**config.mk**
```make
export PLATFORM = sky130hd
export DESIGN_NAME = atomic_counters
export DESIGN_NICKNAME = d
export VERILOG_FILES = /design/src/rtl/atomic_counters_pkg.sv /design/src/rtl/atomic_counters_core.sv /design/src/rtl/atomic_counters.sv
export SDC_FILE = /design/constraint.sdc
export NUM_CORES = 1
export LEC_CHECK = 0
export CAP_MARGIN = 20
export CORE_MARGIN = 8
export CORE_UTILIZATION = 59
export CTS_BUF_LIST = sky130_fd_sc_hd__clkbuf_16
export DETAILED_ROUTE_END_ITERATION = 7
export GPL_TIMING_DRIVEN = 0
export PLACE_DENSITY = 0.78
export SETUP_SLACK_MARGIN = 0.5
export SLEW_MARGIN = 15
export SYNTH_ARGS = -nofsm -noshare
export SYNTH_HDL_FRONTEND = slang
export SYNTH_SLANG_ARGS = --single-unit
```
**constraint.sdc**
```tcl
create_clock -name clk -period 2 [get_ports clk]
set_input_delay 0.3 -clock clk [delete_from_list [all_inputs] [get_ports clk]]
set_output_delay 0.3 -clock clk [all_outputs]
set_load 0.03 [all_outputs]
```
**src/rtl/atomic_counters_pkg.sv**
```systemverilog
// Shared widths and types for the atomic event counter block.
// Latency: n/a (declarations only).
// Backpressure: n/a (declarations only).
package atomic_counters_pkg;

  localparam int DEF_DATABUS  = 32;
  localparam int DEF_COUNTLEN = 2 * DEF_DATABUS;

  typedef logic [DEF_COUNTLEN-1:0] count_t;
  typedef logic [DEF_DATABUS-1:0]  bus_t;

endpackage

```
**src/rtl/atomic_counters_core.sv**
```systemverilog
// Free-running enable counter, wraps silently from all-ones to zero.
// Latency: count visible one cycle after the enabling edge.
// Backpressure: none; every enabled cycle is counted.
module atomic_counters_core
  import atomic_counters_pkg::*;
#(
  parameter int WIDTH = DEF_COUNTLEN
) (
  input  logic             clk,
  input  logic             reset,
  input  logic             en,
  output logic [WIDTH-1:0] cnt
);

  logic [WIDTH-1:0] cnt_q;

  // Count one per enabled cycle; async clear on reset.
  always_ff @(posedge clk or negedge reset) begin
    if (!reset) begin
      cnt_q <= '0;
    end else if (en) begin
      cnt_q <= cnt_q + 1'b1;
    end
  end

  assign cnt = cnt_q;

endmodule

```
**src/rtl/atomic_counters.sv**
```systemverilog
// Wide event counter read as two coherent bus-width halves over req/ack.
// Latency: ack_o and count_o one cycle after the request edge.
// Backpressure: none; back-to-back requests are acked back-to-back.
module atomic_counters
  import atomic_counters_pkg::*;
#(
  parameter int DATABUS  = DEF_DATABUS,
  parameter int COUNTLEN = DEF_COUNTLEN
) (
  input  logic               clk,
  input  logic               reset,
  input  logic               trig_i,
  input  logic               req_i,
  input  logic               atomic_i,
  output logic               ack_o,
  output logic [DATABUS-1:0] count_o
);

  // The snapshot scheme splits the counter into exactly two bus words.
  if (COUNTLEN != 2 * DATABUS) begin : g_bad_width
    $error("atomic_counters: COUNTLEN must equal 2*DATABUS");
  end

  logic [COUNTLEN-1:0] cnt;
  logic [DATABUS-1:0]  hi_snap;
  logic                pending;

  atomic_counters_core #(
    .WIDTH (COUNTLEN)
  ) u_core (
    .clk   (clk),
    .reset (reset),
    .en    (trig_i),
    .cnt   (cnt)
  );

  // Ack is the request delayed by one cycle; no stall path exists.
  always_ff @(posedge clk or negedge reset) begin
    if (!reset) begin
      ack_o <= 1'b0;
    end else begin
      ack_o <= req_i;
    end
  end

  // Read path: the low read captures the high half so the pair stays coherent
  // even if the counter carries between the two accesses. cnt here is the
  // pre-increment value, so a same-edge trigger is counted but not returned.
  always_ff @(posedge clk or negedge reset) begin
    if (!reset) begin
      count_o <= '0;
      hi_snap <= '0;
      pending <= 1'b0;
    end else if (req_i) begin
      if (atomic_i) begin
        count_o <= cnt[DATABUS-1:0];
        hi_snap <= cnt[COUNTLEN-1:DATABUS];
        pending <= 1'b1;
      end else if (pending) begin
        count_o <= hi_snap;
        pending <= 1'b0;
      end else begin
        count_o <= cnt[DATABUS-1:0];
      end
    end
  end

endmodule

```
==> impl_metrics.tcl <==
set metrics [dict create \
    grt_pass1_vias 4444 \
    status "finished clean" \
    path_cells "nand4_1, buf_4, nor4_1, nand4_1, nor2_1, xor2_1" \
    drtAntennaViolNets 0 \
    grt_overflow 0 \
    fmax_mhz 519 \
    fin_crit_sh_pct 96.4 \
    hp-class "primary input to asynchronous set/reset pin" \
    syn-num-nets 497 \
    io_buffer_count 37 \
    worstReg2RegStart "u_core.cnt[32]$_DFFE_PN0P_" \
    grt_use_total_pct 24.1 \
    powerDensity_mw_per_mm2 814 \
    grt_pass1_wl_mm 23.9 \
    clockRootBuffer "clkbuf_16" \
    syn_inst 491 \
    grt_max_degree 90 \
    routed_wl_mm 18.2 \
    core_mm2 0.00959 \
    start_util_pct 59.4 \
    cts.clk_slew.worst_paths_ns 0.05 \
    async_reset_ff_share_pct 100 \
    p_total_mw 6.64 \
    finalHoldViolCount 0 \
    skew_ns 0.00883 \
    final.setup.tns_ns 0 \
    drt-wirelength-per-cell_um 23.2 \
    cts_buffer_depth 2 \
    crit_required_ns 2.35 \
    drive_above_1_share_pct 40.4 \
    die_width_um 114 \
    leakage_nw 4.05 \
    syn_to_final_growth_pct 43.3 \
    drt_pass1_iterations 6 \
    gp_congestion 0.875 \
    num_antenna_cells 0 \
    crit_path_max_incr_delay_ns 0.40 \
    vias 4823 \
    drt_iter0_markers 416 \
    timing.final.crit_period_ns 1.93 \
    irDropWorstVdd_v 0.000766 \
    drv_cap 0 \
    final_common_cell "dfrtp_1" \
    numCtsBuffers 17 \
    slew_violations 0 \
    worst_pin_slew_ns 0.486 \
    rows 36 \
    worstPathArrival_ns 2.27 \
    ys_warn_count 0 \
    grt_setup_unrepaired "true" \
    endpoint_kind "register" \
    htree_levels 4 \
    synth_edf_count 0 \
    hpwlAfterDp_mm 8.30 \
    ys_types 29 \
    fin_nets 648 \
    ys_ff_latch 130 \
    startpoint "u_core.cnt[32]$_DFFE_PN0P_" \
    final_cell_mix "101 x dfrtp_1, 70 x buf_4, 46 x nor2_1" \
    criticalPathCategory "register to register" \
    ios 38 \
    crit_top_cell "nand4_1" \
    dieArea_mm2 0.0131 \
    clkSinkCount 130 \
    cp_slowest_cell "dfrtp_1" \
    ys_seq_area_share_pct 57.1 \
    synth_area_mm2 0.00570 \
    via_per_inst 6.14 \
    clk_latency_ns 0.42 \
    setup_viol 0 \
    slew_headroom_pct 67.6 \
    critPathMaxFanout 3 \
    synthFlopType "dfrtp_1" \
    cts_tree "done" \
    dpl_worst_slack_ns -0.586 \
    startpoint_type "register" \
    antenna_found_initial 0 \
    drc 0 \
    avgSynthCellArea_um2 11.6 \
    die_h_um 114 \
    setup_slack_ns 0.0730 \
]
per-stage QoR:
step | std cells | hold slack [ns] | utilization [%] | area [um2]
floorplan | 491 | 0.00441 | - | 5770
global placement | 661 | 0.460 | 65.7 | 6300
detailed placement | 662 | 0.238 | 66.0 | 6330
CTS | 755 | 0.371 | 79.1 | 7590
global route | 786 | 0.416 | 85.1 | 8160
finish | 786 | 0.367 | 85.1 | 8160
report_power, final:
| part | leakage (nW) | internal (mW) | total, mW | switching [mW] |
|---|---|---|---|---|
| Clock | 0.255 | 1.52 | 2.66 | 1.14 |
| Combinational | 2.13 | 0.424 | 1.02 | 0.591 |
| Sequential | 1.67 | 2.80 | 2.97 | 0.169 |
| Total | 4.05 | 4.74 | 6.64 | 1.90 |
final timing paths:
kind,end,slack (ns),cells after the start
min in group clk,u_core.cnt[0]$_DFFE_PN0P_,0.41,2
hold reg to reg,u_core.cnt[63]$_DFFE_PN0P_,0.48,1
setup reg to reg,u_core.cnt[50]$_DFFE_PN0P_,0.07,6
setup / recovery,u_core.cnt[50]$_DFFE_PN0P_,0.07,6
max in group asynchronous,u_core.cnt[54]$_DFFE_PN0P_,0.83,3
hold / removal,count_o[4]$_DFFE_PN0P_,0.37,2
flip-flops by register name (all words and copies together) (netlist names):
name / count
pending: 1
count_o: 32
hi_snap: 32
ack_o: 1
u_core.cnt: 64
timing repair:
item | in CTS | in global routing
endpoints found under the hold margin | 41 | 0
pin swaps | 45 | 42
hold buffers | 1 | 0
endpoints found under the setup margin | 143 | 105
setup buffers | 62 | 31
gates resized for setup | 125 | 79
area by class of cell:
type,count,area (um2)
Sequential cell,130,3290
Timing Repair Buffer,132,1200
Clock buffer,17,425
Multi-Input combinational cell,339,2900
Buffer,14,85.1
Tap cell,133,166
Inverter,8,30.0
Clock inverter,13,58.8
Fill cell,436,1430
cells by family after synthesis:
| group | count (synthesis) | synth area share [%] |
|---|---|---|
| adders and majority gates | 1 | 0.220 |
| xor gates and xnor gates | 63 | 9.69 |
| AOI/OAI and AO/OA | 37 | 3.25 |
| buffers and inverters | 22 | 1.58 |
| muxes | 61 | 11.4 |
| DFF | 130 | 57.1 |
| and+or+nand+nor | 177 | 16.8 |
routing by layer:
layer | global-route usage (%) | vias to the layer above | wire length, um
li1 | - | 2016 | -
met1 | 29.4 | 2478 | 7100
met2 | 39.8 | 253 | 9060
met3 | 6.28 | 76 | 1350
met4 | 10.0 | 0 | 716
met5 | 0 | - | 0
synth_stat cells, drive strengths merged, types with 8 or more instances:
library cell | instances | area share (%)
a21oi | 32 | 2.8
nand3 | 16 | 1.4
and3 | 10 | 1.1
nor3 | 12 | 1.1
mux2 | 29 | 5.7
mux2i | 32 | 5.6
nor2 | 61 | 4.0
inv | 8 | 0.53
xor2 | 32 | 4.9
dfrtp | 130 | 57
nand2 | 30 | 2.0
nor4 | 8 | 1.8
nand4 | 33 | 4.5
clkbuf | 8 | 0.53
xnor2 | 31 | 4.8
worst max-delay path: cells and delay by family, from the launching register on:
kind                   cells  cell delay (ns)
flip-flops                 1             0.40
AND/OR/NAND/NOR            4             1.07
buffers and inverters      1             0.22
XOR/XNOR                   1             0.16
(Power assumes the default switching activity.)
